File: config.mk
export PLATFORM = sky130hd
export DESIGN_NAME = csr_trap_ctrl_flat
export DESIGN_NICKNAME = d
export VERILOG_FILES = /design/src/rtl/csr_trap_ctrl_if.sv /design/src/rtl/csr_trap_ctrl.sv /design/src/flat_wrapper.sv
export SDC_FILE = /design/constraint.sdc
export NUM_CORES = 1
export LEC_CHECK = 0
export BUFFER_PORTS_ARGS = -buffer_cell sky130_fd_sc_hd__buf_2
export CAP_MARGIN = 10
export CORE_MARGIN = 8
export CORE_UTILIZATION = 35
export CTS_CLUSTER_SIZE = 8
export DETAILED_ROUTE_END_ITERATION = 6
export GPL_ROUTABILITY_DRIVEN = 0
export PLACE_DENSITY = 0.55
export SLEW_MARGIN = 15
export SYNTH_ARGS = -nofsm -noshare
export SYNTH_HDL_FRONTEND = slang
export SYNTH_SLANG_ARGS = --single-unit
File: constraint.sdc
create_clock -name clk -period 4.7 [get_ports clk]
set_input_delay 0.705 -clock clk [delete_from_list [all_inputs] [get_ports clk]]
set_output_delay 0.705 -clock clk [all_outputs]
set_load 0.05 [all_outputs]
File: src/rtl/csr_trap_ctrl_if.sv
// Purpose: MW-stage bundle between the pipeline and the CSR/trap controller.
// Latency: wires only; timing is set by the endpoints.
// Backpressure: none; the pipeline presents one MW slot per clock.
interface csr_trap_ctrl_if;
  logic        mw_valid;
  logic [31:0] inst_mw;
  logic [31:0] rs1_mw;
  logic [31:0] pc_next_mw;
  logic        timer_irq;
  logic        ext_irq;
  logic [31:0] csr_rdata;
  logic [1:0]  interrupt;
  logic        is_mret_mw;
  logic        redirect;
  logic [31:0] redirect_pc;

  modport master (
    output mw_valid, inst_mw, rs1_mw, pc_next_mw, timer_irq, ext_irq,
    input  csr_rdata, interrupt, is_mret_mw, redirect, redirect_pc
  );

  modport slave (
    input  mw_valid, inst_mw, rs1_mw, pc_next_mw, timer_irq, ext_irq,
    output csr_rdata, interrupt, is_mret_mw, redirect, redirect_pc
  );
endinterface

File: src/rtl/csr_trap_ctrl.sv
// Purpose: machine-mode CSR file plus interrupt-entry / mret sequencer for the MW stage.
// Latency: CSR read combinational; trap/mret outputs one edge after the MW decision, ext_irq adds SYNC_STAGES.
// Backpressure: none; interrupts seen during bubbles or the flushed slot stay pending until a valid RUN cycle.
module csr_trap_ctrl #(
  parameter logic [31:0] MTVEC_RST   = 32'h0000_0100,
  parameter int          SYNC_STAGES = 2
) (
  input  logic           clk,
  input  logic           rst,
  csr_trap_ctrl_if.slave bus
);

  typedef enum logic [1:0] {RUN = 2'd0, TRAP = 2'd1, MRET = 2'd2} state_t;

  localparam logic [11:0] ADDR_MSTATUS = 12'h300;
  localparam logic [11:0] ADDR_MIE     = 12'h304;
  localparam logic [11:0] ADDR_MTVEC   = 12'h305;
  localparam logic [11:0] ADDR_MEPC    = 12'h341;
  localparam logic [11:0] ADDR_MCAUSE  = 12'h342;
  localparam logic [11:0] ADDR_MIP     = 12'h344;
  localparam logic [31:0] MRET_INST    = 32'h3020_0073;
  localparam logic [6:0]  OPC_SYSTEM   = 7'b1110011;

  state_t state, state_nxt;

  logic [SYNC_STAGES-1:0] ext_sync;
  logic                   ext_synced;

  // architectural state; only implemented bits of mstatus/mie are stored
  logic        st_mie, st_mpie, ie_mtie, ie_meie;
  logic [31:0] mtvec, mepc, mcause;
  logic        st_mie_nxt, st_mpie_nxt, ie_mtie_nxt, ie_meie_nxt;
  logic [31:0] mtvec_nxt, mepc_nxt, mcause_nxt;

  logic [11:0] csr_addr;
  logic [2:0]  funct3;
  logic [4:0]  src_fld;
  logic        in_run, is_csr, csr_we, mret, take, ext_p, tim_p;
  logic [31:0] src_val, wval, mepc_rd;
  logic [4:0]  cause_code;
  logic [31:0] trap_base, trap_pc;

  logic [1:0]  interrupt_d;
  logic        is_mret_d, redirect_d;
  logic [31:0] redirect_pc_d;

  assign csr_addr   = bus.inst_mw[31:20];
  assign funct3     = bus.inst_mw[14:12];
  assign src_fld    = bus.inst_mw[19:15];
  assign ext_synced = ext_sync[SYNC_STAGES-1];
  assign in_run     = (state == RUN);
  assign is_csr     = (bus.inst_mw[6:0] == OPC_SYSTEM) && (funct3 != 3'b000);
  assign src_val    = funct3[2] ? {27'd0, src_fld} : bus.rs1_mw;

  // set/clear with a zero source field is a pure read; TRAP/MRET cycles hold the flushed slot
  assign csr_we = bus.mw_valid & in_run & is_csr &
                  ((funct3[1:0] == 2'b01) | (funct3[1] & (src_fld != 5'd0)));

  assign mret  = bus.mw_valid & in_run & (bus.inst_mw == MRET_INST);
  assign ext_p = ie_meie & ext_synced;
  assign tim_p = ie_mtie & bus.timer_irq;
  // pre-write MIE gates the trap, so a CSR write enabling MIE takes effect next cycle
  assign take  = st_mie & bus.mw_valid & (ext_p | tim_p) & ~mret & in_run;

  assign mepc_rd    = mepc & 32'hFFFF_FFFC;
  assign cause_code = ext_p ? 5'd11 : 5'd7;
  assign trap_base  = {mtvec_nxt[31:2], 2'b00};
  assign trap_pc    = (mtvec_nxt[1:0] == 2'b01) ? trap_base + {25'd0, cause_code, 2'b00}
                                                : trap_base;

  // combinational CSR read port; also the old value for set/clear
  always_comb begin
    bus.csr_rdata = 32'd0;
    case (csr_addr)
      ADDR_MSTATUS: bus.csr_rdata = {24'd0, st_mpie, 3'd0, st_mie, 3'd0};
      ADDR_MIE:     bus.csr_rdata = {20'd0, ie_meie, 3'd0, ie_mtie, 7'd0};
      ADDR_MTVEC:   bus.csr_rdata = mtvec;
      ADDR_MEPC:    bus.csr_rdata = mepc_rd;
      ADDR_MCAUSE:  bus.csr_rdata = mcause;
      ADDR_MIP:     bus.csr_rdata = {20'd0, ext_synced, 3'd0, bus.timer_irq, 7'd0};
      default:      bus.csr_rdata = 32'd0;
    endcase
  end

  // write data for CSRRW / CSRRS / CSRRC and immediate forms
  always_comb begin
    wval = bus.csr_rdata;
    case (funct3[1:0])
      2'b01:   wval = src_val;
      2'b10:   wval = bus.csr_rdata | src_val;
      2'b11:   wval = bus.csr_rdata & ~src_val;
      default: wval = bus.csr_rdata;
    endcase
  end

  // next CSR state: software write first, then trap/mret side effects win
  always_comb begin
    st_mie_nxt  = st_mie;
    st_mpie_nxt = st_mpie;
    ie_mtie_nxt = ie_mtie;
    ie_meie_nxt = ie_meie;
    mtvec_nxt   = mtvec;
    mepc_nxt    = mepc;
    mcause_nxt  = mcause;
    if (csr_we) begin
      case (csr_addr)
        ADDR_MSTATUS: begin st_mie_nxt = wval[3]; st_mpie_nxt = wval[7]; end
        ADDR_MIE:     begin ie_mtie_nxt = wval[7]; ie_meie_nxt = wval[11]; end
        ADDR_MTVEC:   mtvec_nxt  = wval;
        ADDR_MEPC:    mepc_nxt   = wval;
        ADDR_MCAUSE:  mcause_nxt = wval;
        default:      ;
      endcase
    end
    if (take) begin
      mepc_nxt    = bus.pc_next_mw;
      mcause_nxt  = {1'b1, 26'd0, cause_code};
      st_mpie_nxt = st_mie;
      st_mie_nxt  = 1'b0;
    end else if (mret) begin
      st_mie_nxt  = st_mpie;
      st_mpie_nxt = 1'b1;
    end
  end

  // CSR registers and ext_irq synchroniser
  always_ff @(posedge clk or posedge rst) begin
    if (rst) begin
      st_mie   <= 1'b0;
      st_mpie  <= 1'b0;
      ie_mtie  <= 1'b0;
      ie_meie  <= 1'b0;
      mtvec    <= MTVEC_RST;
      mepc     <= 32'd0;
      mcause   <= 32'd0;
      ext_sync <= '0;
    end else begin
      st_mie   <= st_mie_nxt;
      st_mpie  <= st_mpie_nxt;
      ie_mtie  <= ie_mtie_nxt;
      ie_meie  <= ie_meie_nxt;
      mtvec    <= mtvec_nxt;
      mepc     <= mepc_nxt;
      mcause   <= mcause_nxt;
      ext_sync <= {ext_sync[SYNC_STAGES-2:0], bus.ext_irq};
    end
  end

  // FSM state register
  always_ff @(posedge clk or posedge rst) begin
    if (rst) state <= RUN;
    else     state <= state_nxt;
  end

  // FSM next state: TRAP/MRET last exactly one cycle (the flushed slot)
  always_comb begin
    state_nxt = state;
    case (state)
      RUN: begin
        if (mret)      state_nxt = MRET;
        else if (take) state_nxt = TRAP;
      end
      TRAP:    state_nxt = RUN;
      MRET:    state_nxt = RUN;
      default: state_nxt = RUN;
    endcase
  end

  // FSM outputs, computed for the next edge
  always_comb begin
    interrupt_d   = 2'b00;
    is_mret_d     = 1'b0;
    redirect_d    = 1'b0;
    redirect_pc_d = 32'd0;
    if (take) begin
      interrupt_d   = 2'b01;
      redirect_d    = 1'b1;
      redirect_pc_d = trap_pc;
    end else begin
      if ((ext_p | tim_p) & ~st_mie) interrupt_d = 2'b10;
      if (mret) begin
        is_mret_d     = 1'b1;
        redirect_d    = 1'b1;
        redirect_pc_d = mepc_rd;
      end
    end
  end

  // registered flush/redirect outputs
  always_ff @(posedge clk or posedge rst) begin
    if (rst) begin
      bus.interrupt   <= 2'b00;
      bus.is_mret_mw  <= 1'b0;
      bus.redirect    <= 1'b0;
      bus.redirect_pc <= 32'd0;
    end else begin
      bus.interrupt   <= interrupt_d;
      bus.is_mret_mw  <= is_mret_d;
      bus.redirect    <= redirect_d;
      bus.redirect_pc <= redirect_pc_d;
    end
  end

endmodule

File: src/flat_wrapper.sv
// flat-port wrapper written by rule: the top's interface ports become plain ports
module csr_trap_ctrl_flat 
#(
  parameter logic [31:0] MTVEC_RST   = 32'h0000_0100,
  parameter int          SYNC_STAGES = 2
)
  (clk, rst, bus_mw_valid, bus_inst_mw, bus_rs1_mw, bus_pc_next_mw, bus_timer_irq, bus_ext_irq, bus_csr_rdata, bus_interrupt, bus_is_mret_mw, bus_redirect, bus_redirect_pc);
  csr_trap_ctrl_if bus_i ();
  input  logic clk;
  input  logic rst;
  input wire logic [$bits(bus_i.mw_valid)-1:0] bus_mw_valid;
  input wire logic [$bits(bus_i.inst_mw)-1:0] bus_inst_mw;
  input wire logic [$bits(bus_i.rs1_mw)-1:0] bus_rs1_mw;
  input wire logic [$bits(bus_i.pc_next_mw)-1:0] bus_pc_next_mw;
  input wire logic [$bits(bus_i.timer_irq)-1:0] bus_timer_irq;
  input wire logic [$bits(bus_i.ext_irq)-1:0] bus_ext_irq;
  output wire logic [$bits(bus_i.csr_rdata)-1:0] bus_csr_rdata;
  output wire logic [$bits(bus_i.interrupt)-1:0] bus_interrupt;
  output wire logic [$bits(bus_i.is_mret_mw)-1:0] bus_is_mret_mw;
  output wire logic [$bits(bus_i.redirect)-1:0] bus_redirect;
  output wire logic [$bits(bus_i.redirect_pc)-1:0] bus_redirect_pc;
  assign bus_i.mw_valid = bus_mw_valid;
  assign bus_i.inst_mw = bus_inst_mw;
  assign bus_i.rs1_mw = bus_rs1_mw;
  assign bus_i.pc_next_mw = bus_pc_next_mw;
  assign bus_i.timer_irq = bus_timer_irq;
  assign bus_i.ext_irq = bus_ext_irq;
  assign bus_csr_rdata = bus_i.csr_rdata;
  assign bus_interrupt = bus_i.interrupt;
  assign bus_is_mret_mw = bus_i.is_mret_mw;
  assign bus_redirect = bus_i.redirect;
  assign bus_redirect_pc = bus_i.redirect_pc;
  csr_trap_ctrl #(.MTVEC_RST(MTVEC_RST), .SYNC_STAGES(SYNC_STAGES)) u_core (.clk(clk), .rst(rst), .bus(bus_i));
endmodule
# Word level (Yosys, flattened, before mapping)
# Cells that the tools add are included.
# totals
register_bits	140
inputBits	101
out_inout_bits	68
wordCells	90
# op_classes
add_sub_neg	1
eq_ne	13
muxes	31
bitwise	19
reduce_logical	13
# op_table
op	n
32-bit two-way mux	12
32-bit case mux with 6 select lines	1
32-bit case mux with 3 select lines	1
12-bit by 10-bit == test with 1-bit output, second input constant	6
32-bit by 7-bit adder with 32-bit output	1
32-bit AND	1
32-bit by 30-bit == test with 1-bit output, second input constant	1
32-bit NOT	1
32-bit bitwise OR	1
1-bit AND	12
1-bit two-way mux	11
2-bit two-way mux	5
3-bit nonzero test	3
2-bit AND reduction	4
7-bit == test, second input constant	1
2-bit nonzero test	3
5-bit nonzero test	1
2-bit by 1-bit == test with 1-bit output, second input constant	2
2-bit == test, second input constant	2
4-bit two-way mux	1
3-bit inequality test, second input constant	1
2-bit logical NOT	1
1-bit NOT	2
1-bit bitwise OR	2
1-bit logical AND	1

# Logic depth before layout (Yosys ltp)
# Gate-level depths: netlist of run 1.
# logic_depth
depth_word	9
mapped_depth	20
depth_no_buf	15

# Worst setup path before layout of run 1
# Ideal clock, no wire load.
# synth_path
path_kind	in2reg
startpoint	input port bus_inst_mw[20]
endpoint	register u_core.bus.redirect_pc[30]
setup_time_ps	131
arrival_time_ps	5122
required_time_ps	4569
slack_ps	-553
stages	17
path_buffers	2
path_cell_list	or4b_1 -> buf_2 -> o2bb2a_1 -> o21ai_0 -> a21oi_1 -> nand2_1 -> o21ai_0 -> ha_1 -> nor2b_1 -> o21ai_0 -> nand2b_1 -> nand4_1 -> or4_1 -> clkbuf_1 -> nor4_2 -> xnor2_1 -> o21ai_1
# synth_via
elab_chain_len	9
word_cells_on_any_way	22
cone_classes	add/sub: 1; eq/ne: 8; mux: 7; bitwise: 6
# synth_lines
element	line_no	text
from (decl)	flat_wrapper.sv:12	input wire logic [$bits(bus_i.inst_mw)-1:0] bus_inst_mw;
12-bit by 10-bit == test with 1-bit output	csr_trap_ctrl.sv:74	case (csr_addr)
32-bit case mux with 6 select lines (*)	csr_trap_ctrl.sv:74	
via bus_csr_rdata[3]	flat_wrapper.sv:17	output wire logic [$bits(bus_i.csr_rdata)-1:0] bus_csr_rdata;
32-bit AND / 32-bit bitwise OR (equally long branches)	csr_trap_ctrl.sv:91, csr_trap_ctrl.sv:90	
32-bit case mux with 3 select lines (*)	csr_trap_ctrl.sv:88	case (funct3[1:0])
32-bit two-way mux (*)	csr_trap_ctrl.sv:106	case (csr_addr)
32-bit two-way mux (*)	csr_trap_ctrl.sv:105	if (csr_we) begin
32-bit by 7-bit adder with 32-bit output (*)	csr_trap_ctrl.sv:68	assign trap_pc = (mtvec_nxt[1:0] == 2'b01) ? trap_base + {25'd0, cause_code, 2'b00}
32-bit two-way mux (*)	csr_trap_ctrl.sv:68	
32-bit two-way mux (*)	csr_trap_ctrl.sv:175	if (take) begin
via u_core.redirect_pc_d[30]	csr_trap_ctrl.sv:45	logic [31:0] redirect_pc_d;
to (signal assigned)	csr_trap_ctrl.sv:200	bus.redirect_pc <= redirect_pc_d;
to (decl)	csr_trap_ctrl_if.sv:24	output csr_rdata, interrupt, is_mret_mw, redirect, redirect_pc
# The timed path passes the listed nets; every way through them passes the cells marked *.
# A chain may end at the register's enable or synchronous reset.

# Worst setup path after layout of run 1
# layout_path
startpoint	input port bus_inst_mw[26]
endpoint	register u_core.bus.redirect_pc[31]
# layout_via
elab_chain_len	9
word_cells_on_any_way	22
cone_classes	add/sub: 1; eq/ne: 8; mux: 7; bitwise: 6
# layout_lines
element	line_no	text
12-bit by 10-bit == test with 1-bit output (on tied branches)	csr_trap_ctrl.sv:74, csr_trap_ctrl.sv:106	
32-bit case mux with 6 select lines	csr_trap_ctrl.sv:74	
32-bit AND / 32-bit bitwise OR (equally long branches)	csr_trap_ctrl.sv:91, csr_trap_ctrl.sv:90	
32-bit case mux with 3 select lines	csr_trap_ctrl.sv:88	
32-bit two-way mux (*)	csr_trap_ctrl.sv:106	
32-bit two-way mux (*)	csr_trap_ctrl.sv:105	
via u_core.mtvec_nxt[5]	csr_trap_ctrl.sv:33	logic [31:0] mtvec_nxt, mepc_nxt, mcause_nxt;
32-bit by 7-bit adder with 32-bit output (*)	csr_trap_ctrl.sv:68	
32-bit two-way mux (*)	csr_trap_ctrl.sv:68	
32-bit two-way mux (*)	csr_trap_ctrl.sv:175	
via u_core.redirect_pc_d[31]	csr_trap_ctrl.sv:45	
# Marked as above.

==> impl_results.md, run 1 <==
* Aggregate negative setup slack at 0 ns
* Num CTS Buffers at 17
* Width of the die at 173 um
* Cell at the root of the clock tree: sky130_fd_sc_hd__clkbuf_16
* Combinational share of power at 9.7%
* Most common library cell in the layout ignoring fill and taps: sky130_fd_sc_hd__nand2_1
* Power dissipated by switching net loads at 733 uW
* Setup-violating endpoint count in the final report at 0
* Hold Crit Class: flip-flop to flip-flop
* Total power consumption of the routed design at 2.82 mW
* Part of the power in the clock network at 48.4%
* Clk buf depth at 2
* Fraction of layout instances using a drive strength above 1 at 24.6%
* Die Footprint at 29,800 um2
* Number of DRC markers after the initial detailed-route iteration at 878
* Peak supply drop at 0.000184 V
* Largest stage delay, worst path at 0.62 ns
* Post_cts resized at 0
* Leak pwr at 4.99 nW
* Drt pass-1 iters at 5
* Count of buffers added by post-CTS timing repair for setup at 0
* Pre-CTS WS at 0.0609 ns
* I/O pin count at 169
* Filler cell count in the final layout at 2,443
* Worst EP arrival at 4.58 ns
* Total of max-cap violations at 0
* Leading register cell type out of synthesis: sky130_fd_sc_hd__dfrtp_1
* HPWL after detailed placement at 24,900 um
* Compound-cell area share of the yosys netlist at 22.5%
* Data required time of the critical path at 4.99 ns
* TritonCTS clock tree: built
* Seq cells post-synth at 136
* Standard-cell row count at 57
* Placed Cells incl. Taps at 1,550
* Syn. warnings at 0
* Xor/xnor cell area share of the yosys netlist at 3.06%
* RSZ-0062 raised after global routing: no
* Worst slew slack as a fraction of its limit at 42.7%
* Hold-critical path depth at 0
* Tmin final at 4.29 ns
* Antenna violations before repair at 1
* Worst Setup SP: bus_inst_mw[26]
* Setup CP Type: input pin to flip-flop
* Quantity of hold-fixing buffers added after cts at 0
* Footprint of the flip-flops and latches at 3400 um2
* Net count, final at 1,349
* Share of total power consumed by net switching at 26.0%
* Via count at 8,847
* Cell area after synthesis at 8580 um2
* Final worst path period share at 91.4%
* Number of enable-type register cells in the synthesized netlist at 0
* Share of synthesized cell area in and, or, nand and nor gates at 27.3%
* WP buf/inv at 3
* Proportion of synthesized chip area in sequential cells at 39.7%
* Final global-route overflow total at 0
* Reg power frac at 41.8%
* Number of standard cells after synthesis at 1,060
* Worst setup slack after layout at 0.405 ns
* Reg-to-reg setup timing slack at 0.90 ns
* Terminus of the critical flop-to-flop path: u_core.bus.redirect_pc[30]
* Effective utilization at floorplan at 35.5%
* DR vias/cell at 5.59
* Origin of the worst min-delay path: u_core.ext_sync[0]
* Final cell count without fillers at 1,583
* Synthesized-area fraction occupied by adder cells at 0.438%
* DRC violations left at 0
* Number of input and output port buffers inserted at 164
* Worst setup skew after layout at 0.0123 ns
* Clk Latency, worst-skew pair at 0.43 ns
* Cell occurring most often along the worst timing path: sky130_fd_sc_hd__nand2_1
* Pwr dens at 263 nW/um2
* Layout overhead on the synthesized area at 24.9%
* Family with the most delay on the worst path: compound AO/OA/AOI/OAI gates
* Average cell area after synthesis at 8.09 um2
* Total GRT Usage at 22.5%
* Slew @ Worst Pin at 0.855 ns
* Combinational family with the most area after synthesis: simple AND/OR/NAND/NOR gates
* Largest net degree at the start of global routing at 74
* Total wirelength of the detailed-routed design at 34,100 um
* Worst-path maximum fanout at 6
* Ordered cell list for the critical path: buf_2 -> nor2b_1 -> and4_1 -> buf_4 -> a222oi_1 -> o21ai_0 -> o211a_1 -> nand2_1 -> nand2_1 -> ha_1 -> inv_1 -> a311oi_4 -> o2111a_1 -> or4b_4 -> nor4_4 -> xnor2_1 -> o21ai_1
* Sort of element at the start of the critical path: input pin
* Routed length per instance at 21.6 um
* Num Clock Sinks at 136
* Cell with the largest stage delay on the worst path: sky130_fd_sc_hd__a222oi_1
* Fraction of registers with async set/reset at 100%
* Internal power at 2.08 mW
* Max-slew violations at 0
* Number of nets still failing antenna checks after routing at 0
* Mux contribution to synthesized area at 2.26%
* Global-route wire length before repair at 52,800 um
* Distinct cell type count of the synthesized netlist at 83
* Capture point of the critical path: u_core.bus.redirect_pc[31]
* Start of the worst register-to-register path: u_core.state[1]
* Depth of the critical timing path with buffers and inverters included at 17
* CORE AREA at 24,200 um2
* H-tree depth reported by CTS at 4
* Critical path endpoint category: flip-flop
* Multi-input gate area in the final layout at 4810 um2
* Hold Fails Final Rpt at 0
* WHS at 0.348 ns
* Clk slew on worst S/H paths at 0.06 ns
* Status: complete, no violations
* Commonest cells after routing, fill and taps aside: sky130_fd_sc_hd__nand2_1, sky130_fd_sc_hd__buf_2, sky130_fd_sc_hd__dfrtp_1
* Die Span Y at 173 um
* Depth of the most critical reg-to-reg path at 16
* Number of global-route vias before repair at 8,812
* Max Fclk at 233 MHz
## through the flow
| stage | cell area, um2 | utilization [%] |
|---|---|---|
| final | 10700 | 44.3 |
| after global routing | 10700 | 44.3 |
| after CTS | 10700 | 44.3 |
| after detailed placement | 10100 | 41.9 |
| after global placement | 10100 | 41.9 |
| after floorplan | 8590 | - |
## cell families after synthesis
kind of cell | Yosys count
AO/OA/AOI/OAI | 289
XOR/XNOR | 30
flip-flops | 136
buffers and inverters | 100
multiplexers | 19
other | 1
AND/OR/NAND/NOR | 482
adder cells (fa/ha/maj) | 3
## layer usage
layer / share of wire [%] / vias to the layer above / track usage, %
met3: 8.3 / 61 / 4.38
li1: - / 4126 / -
met1: 45 / 4223 / 30.8
met5: 0 / - / 0
met4: 2.5 / 0 / 7.94
met2: 45 / 437 / 34.8
## layout make-up
type / count / area share, %
Clock buffer: 21 / 4.30
Sequential cell: 136 / 31.8
Tap cell: 324 / 3.78
Multi-Input combinational cell: 825 / 44.9
Timing Repair Buffer: 241 / 13.2
Antenna cell: 1 / 0.0234
Inverter: 24 / 0.887
Clock inverter: 11 / 1.16
## synthesized netlist by cell type (all sizes together) (3+ instances only)
| master | n | area [um2] |
|---|---|---|
| xnor2 | 25 | 219 |
| dfrtp | 135 | 3380 |
| and2 | 9 | 56.3 |
| a221oi | 4 | 35.0 |
| nand4 | 20 | 125 |
| or4 | 3 | 22.5 |
| a31oi | 17 | 106 |
| a21oi | 57 | 285 |
| nand2b | 18 | 113 |
| nor3b | 6 | 45.0 |
| nor2b | 24 | 150 |
| a2bb2oi | 3 | 26.3 |
| o211a | 5 | 57.6 |
| a22oi | 14 | 105 |
| clkbuf | 58 | 218 |
| buf | 18 | 98.8 |
| nor4 | 13 | 133 |
| a32oi | 3 | 26.3 |
| nand3b | 16 | 120 |
| a211oi | 18 | 145 |
| a22o | 13 | 114 |
| a21o | 12 | 90.1 |
| and3b | 3 | 26.3 |
| o2bb2ai | 5 | 43.8 |
| a31o | 3 | 26.3 |
| xor2 | 5 | 43.8 |
| nand3 | 19 | 95.1 |
| a2111oi | 7 | 61.3 |
| and3 | 9 | 56.3 |
| or2 | 7 | 43.8 |
| ha | 3 | 37.5 |
| o31ai | 4 | 35.0 |
| mux2i | 16 | 160 |
| nor2 | 95 | 357 |
| o211ai | 7 | 52.6 |
| nand2 | 216 | 811 |
| and4 | 4 | 35.0 |
| o21ai | 90 | 450 |
| mux2 | 3 | 33.8 |
| nor3 | 11 | 70.1 |
| inv | 23 | 86.3 |
| a222oi | 4 | 40.0 |
## power by group through the flow
stage / Combinational, mW / Sequential (mW) / Clock [mW]
detailed placement: 0.272 / 1.20 / 0
finish: 0.274 / 1.18 / 1.36
CTS: 0.273 / 1.18 / 1.38
global route: 0.299 / 1.18 / 1.43
floorplan: 0.147 / 1.20 / 0
global placement: 0.269 / 1.20 / 0
## how the worst min path moves through the flow
| stage | to | slack (ns) |
|---|---|---|
| final | u_core.ext_sync[1] | 0.35 |
| after global routing | u_core.ext_sync[1] | 0.36 |
| after CTS | u_core.ext_sync[1] | 0.35 |
| after detailed placement | u_core.ext_sync[1] | 0.33 |
| after global placement | u_core.ext_sync[1] | 0.33 |
| after floorplan | u_core.ext_sync[1] | 0.33 |
## sequential cells by signal, summed over array words and instances (netlist names)
| signal | count |
|---|---|
| u_core.bus.interrupt | 2 |
| u_core.bus.is_mret_mw | 1 |
| u_core.bus.redirect | 1 |
| u_core.bus.redirect_pc | 30 |
| u_core.ext_sync | 2 |
| u_core.ie_meie | 1 |
| u_core.ie_mtie | 1 |
| u_core.mcause | 32 |
| u_core.mepc | 30 |
| u_core.mtvec | 32 |
| u_core.st_mie | 1 |
| u_core.st_mpie | 1 |
| u_core.state | 2 |
Note: power is estimated with default switching activity, not from simulation.
==> run 2, diff against run 1 <==
--- a/config.mk
+++ b/config.mk
@@ -5,6 +5,7 @@
 export SDC_FILE = /design/constraint.sdc
 export NUM_CORES = 1
 export LEC_CHECK = 0
+export ABC_AREA = 1
 export BUFFER_PORTS_ARGS = -buffer_cell sky130_fd_sc_hd__buf_2
 export CAP_MARGIN = 10
 export CORE_MARGIN = 8
==> run 2 against run 1 <==
Power shrank 4.0%. Count of clock-buffer cells in the layout grew 3. Largest cell class unchanged. Critical endpoint is now u_core.bus.redirect_pc[22]. Sequential share of layout area grew 0.98 points. Via count shrank 3.2%.
==> impl_results.md, run 2 <==
* Status: complete, no violations
* Clk Latency, worst-skew pair at 0.43 ns (about the same)
* Placed Cells incl. Taps at 1,658 (+7.0%)
* H-tree depth reported by CTS at 4 (unchanged)
* Worst setup skew after layout at 0.0100 ns (-0.00225 ns)
* Synth cell count leaders: sky130_fd_sc_hd__nand2_1, sky130_fd_sc_hd__dfrtp_1, sky130_fd_sc_hd__nand3_1, sky130_fd_sc_hd__nor2_1, sky130_fd_sc_hd__o21ai_0
* Slew @ Worst Pin at 1.06 ns (+0.200 ns)
* Syn. warnings at 0 (unchanged)
* Total of max-cap violations at 0 (unchanged)
* Num CTS Buffers at 17 (unchanged)
* Number of enable-type register cells in the synthesized netlist at 0 (unchanged)
* Global-route wire length before repair at 47,600 um (-9.8%)
* Worst EP arrival at 4.01 ns (-0.57 ns)
* Layout overhead on the synthesized area at 18.4%
* Quantity of hold-fixing buffers added after cts at 0 (unchanged)
* Number of DRC markers after the initial detailed-route iteration at 548 (-38%)
* Hold Crit Class: input pin to asynchronous set/reset pin
* Leak pwr at 5.40 nW (+8.2%)
* RSZ-0062 raised after global routing: no
* Number of standard cells after synthesis at 1,202 (+13%)
* Clk buf depth at 2 (unchanged)
* Worst slew slack as a fraction of its limit at 29.5% (-13 points)
* Commonest cells after routing, fill and taps aside: sky130_fd_sc_hd__nand2_1, sky130_fd_sc_hd__buf_2, sky130_fd_sc_hd__dfrtp_1
* Fraction of layout instances using a drive strength above 1 at 26.4% (+1.9 points)
* Largest registers: u_core.mcause: 32 flops, u_core.mtvec: 32 flops
* Data required time of the critical path at 5.06 ns (+0.07 ns)
* Seq cells post-synth at 136 (unchanged)
* Final worst path period share at 77.7% (-14 points)
* Setup CP Type: input pin to flip-flop
* Top layer used by detailed routing: met4
* Number of input and output port buffers inserted at 164 (unchanged)
* Leading register cell type out of synthesis: sky130_fd_sc_hd__dfrtp_1
* Cell at the root of the clock tree: sky130_fd_sc_hd__clkbuf_16
* Clk slew on worst S/H paths at 0.06 ns (about the same)
* Antenna violations before repair at 0 (-1)
* Filler cell count in the final layout at 2,643 (+8.2%)
* Worst setup slack after layout at 1.05 ns (+0.643 ns)
* Die Footprint at 30,400 um2 (+2.1%)
* TritonCTS clock tree: built
* CORE AREA at 24,900 um2 (+3.0%)
* Number of global-route vias before repair at 8,595 (-2.5%)
* Multi-input gate area in the final layout at 4610 um2 (-4.1%)
* Routed length per instance at 17.8 um (-17%)
* Top-count cell post-synth: sky130_fd_sc_hd__nand2_1
* Reg-to-reg setup timing slack at 1.16 ns (+0.26 ns)
* Diode insertion count for antenna repair at 0 (-1)
* Top cells by area in the synthesized netlist: sky130_fd_sc_hd__dfrtp_1, sky130_fd_sc_hd__nand2_1, sky130_fd_sc_hd__nand3_1, sky130_fd_sc_hd__o21ai_0, sky130_fd_sc_hd__nor2_1
* DRC violations left at 0 (unchanged)
* Max Fclk at 274 MHz (+18%)
* Core occupancy in the finished layout at 41.8% (-2.6 points)
* Net count, final at 1,451 (+7.6%)
* Final global-route overflow total at 0 (unchanged)
* Fraction of registers with async set/reset at 100% (unchanged)
* Number of nets still failing antenna checks after routing at 0 (unchanged)
* Terminus of the critical flop-to-flop path: u_core.bus.redirect_pc[22]
* Cell area after synthesis at 8780 um2 (+2.3%)
* Total GRT Usage at 19.8% (-2.7 points)
* Standard-cell row count at 58 (+1.8%)
* I/O pin count at 169 (unchanged)
* HPWL after detailed placement at 21,500 um (-14%)
* Distinct cell type count of the synthesized netlist at 59 (-29%)
* Sort of element at the start of the critical path: input pin
* Area share of the largest cell type after synthesis at 38.5% (-0.89 points)
* Worst-path maximum fanout at 17 (+11)
* Pwr dens at 260 nW/um2 (-1.0%)
* Depth of the most critical reg-to-reg path at 21 (+5)
* Width of the die at 174 um (+1.0%)
* Count of buffers added by post-CTS timing repair for setup at 0 (unchanged)
* Proportion of synthesized chip area in sequential cells at 38.8% (-0.90 points)
* Largest net degree at the start of global routing at 57 (-23%)
* Pre-CTS WS at 0.586 ns (+0.525 ns)
* Total wirelength of the detailed-routed design at 30,100 um (-12%)
* Effective utilization at floorplan at 35.3% (-0.22 points)
* Setup-violating endpoint count in the final report at 0 (unchanged)
* Footprint of the flip-flops and latches at 3400 um2 (unchanged)
* Average cell area after synthesis at 7.30 um2 (-9.8%)
* DR vias/cell at 5.07 (-9.3%)
* Most area-hungry cell type in the Yosys netlist: sky130_fd_sc_hd__dfrtp_1
* Drt pass-1 iters at 5 (unchanged)
* Post_cts resized at 0 (unchanged)
* Most common library cell in the layout ignoring fill and taps: sky130_fd_sc_hd__nand2_1
* Tmin final at 3.65 ns (-0.643 ns)
* Die Span Y at 174 um (+1.0%)
* Detailed-routing wirelength on met1 at 14,000 um (-8.1%)
* Met2 wire length at 13,600 um (-10%)
* Detailed route wirelength on metal3 at 1830 um (-36%)
* Start of the worst register-to-register path: u_core.state[1]
* Final cell count without fillers at 1,689 (+6.7%)
* Critical path endpoint category: flip-flop
* Num Clock Sinks at 136 (unchanged)
* Max-slew violations at 0 (unchanged)
* Peak supply drop at 0.000176 V (-4.6%)
* Aggregate negative setup slack at 0 ns (unchanged)
* Via count at 8,564 (-3.2%)
* Hold Fails Final Rpt at 0 (unchanged)
-- run 2: changes by cell type after synthesis, moves of 28 or more --
cell / delta
sky130_fd_sc_hd__inv_1: +63
sky130_fd_sc_hd__clkbuf_1: -34
sky130_fd_sc_hd__nand3_2: +32
sky130_fd_sc_hd__nand2_1: +164
sky130_fd_sc_hd__a21oi_1: -45
sky130_fd_sc_hd__nand3_1: +113
sky130_fd_sc_hd__o211ai_1: +28
-- run 2: critical path, stage by stage --
cell and delay (ns):
sky130_fd_sc_hd__buf_2 0.23, sky130_fd_sc_hd__nor2_4 0.08, sky130_fd_sc_hd__inv_4 0.19, sky130_fd_sc_hd__nor2_2 0.06, sky130_fd_sc_hd__nor2_1 0.14, sky130_fd_sc_hd__nand2_2 0.13, sky130_fd_sc_hd__nor2_8 0.20, sky130_fd_sc_hd__inv_2 0.10
sky130_fd_sc_hd__o21ai_0 0.18, sky130_fd_sc_hd__inv_1 0.09, sky130_fd_sc_hd__ha_1 0.33, sky130_fd_sc_hd__inv_1 0.07, sky130_fd_sc_hd__o31ai_1 0.32, sky130_fd_sc_hd__inv_1 0.18, sky130_fd_sc_hd__nor2_4 0.15, sky130_fd_sc_hd__nand2_1 0.10
sky130_fd_sc_hd__nor2_2 0.17, sky130_fd_sc_hd__nand2_2 0.09, sky130_fd_sc_hd__nor2_4 0.13, sky130_fd_sc_hd__nand2_1 0.07, sky130_fd_sc_hd__nand2_1 0.06, sky130_fd_sc_hd__nand3_1 0.11, sky130_fd_sc_hd__nand2_1 0.13
-- run 2: cell families (layout without fill, tap and decap cells) --
family | Yosys count | count (layout) | share of synthesized area [%]
DFF | 136 | 136 | 38.8
other | 1 | 2 | 0.0427
buffers and inverters | 166 | 322 | 8.94
xor gates and xnor gates | 1 | 1 | 0.0998
muxes | 1 | 1 | 0.128
and+or+nand+nor | 735 | 735 | 40.5
adders and majority gates | 3 | 3 | 0.428
AOI/OAI and AO/OA | 159 | 159 | 11.1
-- run 2: layout make-up --
class                   count  area share [%]
inverters                 105            3.88
well taps                 330            3.97
multi-input cells         901            44.4
repair buffers            186            9.48
flip-flops and latches    136            32.8
clock buffers              24            4.63
clock inverters             7           0.903
-- run 2: worst max path at each step --
stage                                from                         end  slack (ns)  cells after the start
after CTS                 bus_inst_mw[13]  u_core.bus.redirect_pc[22]        1.02                     23
after detailed placement  bus_inst_mw[13]  u_core.bus.redirect_pc[22]        0.59                     23
after floorplan                       rst     u_core.bus.interrupt[0]        0.36                      1
after global routing      bus_inst_mw[13]  u_core.bus.redirect_pc[22]        0.69                     23
after global placement    bus_inst_mw[13]  u_core.bus.redirect_pc[22]        0.60                     23
final                     bus_inst_mw[13]  u_core.bus.redirect_pc[22]        1.05                     23
-- run 2: power breakdown --
part	internal, mW	leakage, nW	switching [mW]
Combinational	0.0613	3.27	0.129
Sequential	1.17	1.85	0.000374
Clock	0.820	0.276	0.521
Total	2.05	5.40	0.651
-- run 2: stage by stage --
| step | instance area [um2] | hold WS (ns) | total power [mW] |
|---|---|---|---|
| after CTS | 10400 | 0.348 | 2.73 |
| after global placement | 9820 | 0.336 | 1.38 |
| final | 10400 | 0.327 | 2.70 |
| after detailed placement | 9820 | 0.335 | 1.39 |
| after global routing | 10400 | 0.353 | 2.79 |
| after floorplan | 8780 | 0.331 | 1.30 |
-- run 2: per-layer routing --
metal  vias to the layer above  global-route usage [%]
met5                         -                       0
met4                         0                    6.66
met3                        32                    4.17
li1                       4203                       -
met1                      4062                    26.4
met2                       267                    31.5
==> run 3, diff against run 2 <==
--- a/config.mk
+++ b/config.mk
@@ -5,7 +5,7 @@
 export SDC_FILE = /design/constraint.sdc
 export NUM_CORES = 1
 export LEC_CHECK = 0
-export ABC_AREA = 1
+export ABC_AREA = 0
 export BUFFER_PORTS_ARGS = -buffer_cell sky130_fd_sc_hd__buf_2
 export CAP_MARGIN = 10
 export CORE_MARGIN = 8
==> constraint.sdc (replaced) <==
create_clock -name clk -period 3.6 [get_ports clk]
set_input_delay 0.54 -clock clk [delete_from_list [all_inputs] [get_ports clk]]
set_output_delay 0.54 -clock clk [all_outputs]
set_load 0.05 [all_outputs]
==> run 3 against run 2 <==
The run now ends with negative setup slack left. Sequential share of layout area shrank 4.4 points. Utilization grew 7.9 points. Non-clock buffer count grew 180. Largest cell class unchanged. Setup slack worse by 1.1 ns. Sequential power increased by 32%.
==> impl_results.md, run 3 (synthesis gave the netlist of run 1 again) <==
* Power dissipated by switching net loads at 999 uW (+53%)
* Routed length per instance at 21.6 um (+21%)
* Antenna violations before repair at 0 (unchanged)
* Part of the power in the clock network at 48.8% (-0.8 points)
* Peak supply drop at 0.000272 V (+55%)
* Net count, final at 1,474 (+1.6%)
* Worst-path maximum fanout at 4 (-13)
* Die Footprint at 29,800 um2 (-2.1%)
* Layout overhead on the synthesized area at 40.0%
* Quantity of hold-fixing buffers added after cts at 0 (unchanged)
* Die Span Y at 173 um (-1.0%)
* I/O pin count at 169 (unchanged)
* Max Fclk at 274 MHz
* Clk slew on worst S/H paths at 0.07 ns (about the same)
* Number of global-route vias before repair at 9,497 (+10%)
* Reg-to-reg setup timing slack at 0.19 ns (-0.97 ns)
* Width of the die at 173 um (-1.0%)
* RSZ-0062 raised after global routing: yes
* Num Clock Sinks at 136 (unchanged)
* Largest registers: u_core.mcause: 32 flops, u_core.mtvec: 32 flops
* Worst EP arrival at 3.96 ns (-0.05 ns)
* Setup CP Type: input pin to flip-flop
* Slew @ Worst Pin at 0.845 ns (-0.210 ns)
* Number of input and output port buffers inserted at 164 (unchanged)
* Number of DRC markers after the initial detailed-route iteration at 906 (+65%)
* Largest net degree at the start of global routing at 137 (+140%)
* Origin of the worst min-delay path: bus_ext_irq
* Final worst path period share at 101%
* Worst setup skew after layout at 0.0104 ns (+0.000365 ns)
* Terminus of the critical flop-to-flop path: u_core.bus.redirect_pc[25]
* Clk Latency, worst-skew pair at 0.43 ns (about the same)
* Effective utilization at floorplan at 35.5% (+0.22 points)
* Hold Fails Final Rpt at 0 (unchanged)
* Total GRT Usage at 24.1% (+4.3 points)
* DRC violations left at 0 (unchanged)
* Design Area, Final at 12,000 um2 (+16%)
* Pre-CTS WS at -0.722 ns (-1.31 ns)
* Status: complete, but fails checks
* Cell at the root of the clock tree: sky130_fd_sc_hd__clkbuf_16
* Fraction of layout instances using a drive strength above 1 at 33.5% (+7.1 points)
* Commonest cells after routing, fill and taps aside: sky130_fd_sc_hd__nand2_1, sky130_fd_sc_hd__buf_4, sky130_fd_sc_hd__buf_2
* DR vias/cell at 5.56 (+9.6%)
* Sort of element at the start of the critical path: input pin
* Via count at 9,494 (+11%)
* Total power consumption of the routed design at 3.83 mW (+41%)
* Total wirelength of the detailed-routed design at 36,900 um (+23%)
* Pwr dens at 319 nW/um2 (+22%)
* Internal power at 2.83 mW (+38%)
* WHS at 0.221 ns (-0.106 ns)
* Worst Setup SP: bus_inst_mw[20]
* Worst slew slack as a fraction of its limit at 42.1% (+13 points)
* Total of max-cap violations at 0 (unchanged)
* Core occupancy in the finished layout at 49.7% (+7.9 points)
* Data required time of the critical path at 3.91 ns (-1.15 ns)
* Drt pass-1 iters at 6 (+1)
* Final global-route overflow total at 0 (unchanged)
* Number of nets still failing antenna checks after routing at 0 (unchanged)
* Leak pwr at 5.72 nW (+5.9%)
* Share of total power consumed by net switching at 26.1% (+2.0 points)
* H-tree depth reported by CTS at 4 (unchanged)
* Start of the worst register-to-register path: u_core.mepc[4]
* CORE AREA at 24,200 um2 (-2.9%)
* Clk buf depth at 2 (unchanged)
* Depth of the most critical reg-to-reg path at 13 (-38%)
* Standard cell area after detailed placement at 11,000 um2 (+12%)
* HPWL after detailed placement at 27,000 um (+26%)
* TritonCTS clock tree: built
* Placed Cells incl. Taps at 1,660 (+0.12%)
* Failing checks: negative setup slack
* Setup-violating endpoint count in the final report at 6 (+6)
* Standard-cell row count at 57 (-1.7%)
* Capture point of the critical path: u_core.bus.redirect_pc[25]
* Reg power frac at 40.2% (-3.2 points)
* Max-slew violations at 0 (unchanged)
* Num CTS Buffers at 17 (unchanged)
* Tmin final at 3.65 ns
* Aggregate negative setup slack at -0.153 ns (-0.153 ns)
* Worst setup slack after layout at -0.0493 ns (-1.10 ns)
* Final cell count without fillers at 1,708 (+1.1%)
* Hold Crit Class: input pin to flip-flop
* Critical path endpoint category: flip-flop
* Most common library cell in the layout ignoring fill and taps: sky130_fd_sc_hd__nand2_1
* Global-route wire length before repair at 56,400 um (+18%)
* Combinational share of power at 11.0% (+4.0 points)
-- run 3: power by group through the flow --
stage / clock, mW / sequential, mW / combinational [mW]
after global placement: 0 / 1.57 / 0.387
final: 1.87 / 1.54 / 0.420
after detailed placement: 0 / 1.57 / 0.389
after floorplan: 0 / 1.57 / 0.194
after CTS: 1.88 / 1.54 / 0.405
after global routing: 1.96 / 1.54 / 0.454
-- run 3: area by class of cell --
type | count | area (um2)
fillers | 2383 | 12200
multi-input cells | 825 | 5000
flip-flops and latches | 136 | 3400
repair buffers | 366 | 2490
clock buffers | 19 | 443
well taps | 324 | 405
clock inverters | 13 | 171
inverters | 24 | 93.8
diodes | 1 | 2.50
-- run 3: critical path, stage by stage --
cell and delay [ns]:
sky130_fd_sc_hd__buf_6 0.09, sky130_fd_sc_hd__buf_6 0.11, sky130_fd_sc_hd__nor3b_4 0.14, sky130_fd_sc_hd__and4_4 0.20, sky130_fd_sc_hd__a222oi_1 0.44, sky130_fd_sc_hd__buf_4 0.19, sky130_fd_sc_hd__inv_2 0.05, sky130_fd_sc_hd__a211oi_4 0.28
sky130_fd_sc_hd__o21ai_2 0.12, sky130_fd_sc_hd__ha_4 0.31, sky130_fd_sc_hd__o31ai_4 0.08, sky130_fd_sc_hd__a311oi_4 0.23, sky130_fd_sc_hd__o2111a_1 0.24, sky130_fd_sc_hd__or4b_4 0.53, sky130_fd_sc_hd__nor2_1 0.14, sky130_fd_sc_hd__xnor2_1 0.07
sky130_fd_sc_hd__a22o_1 0.20
-- run 3: layer usage --
metal | up-vias | GRT usage (%) | wire length (um)
met5 | - | 0 | 0
met4 | 0 | 9.24 | 1260
met3 | 79 | 4.60 | 2570
met2 | 425 | 38.2 | 17100
met1 | 4611 | 32.2 | 16000
li1 | 4379 | - | -
-- run 3: worst min-delay path by stage --
stage                                     to  slack [ns]  cells past startpoint
after floorplan           u_core.ext_sync[1]        0.33                      0
after global placement    u_core.ext_sync[1]        0.33                      0
after detailed placement  u_core.ext_sync[1]        0.35                      0
after CTS                 u_core.ext_sync[0]        0.22                      1
after global routing      u_core.ext_sync[0]        0.21                      1
final                     u_core.ext_sync[0]        0.22                      1
-- run 3: timing repair --
item / CTS / global route
endpoints found under the setup margin: 18 / 19
gates resized for setup: 24 / 24
setup buffers: 13 / 3
pin swaps: 8 / 6
cloned: 0 / 1
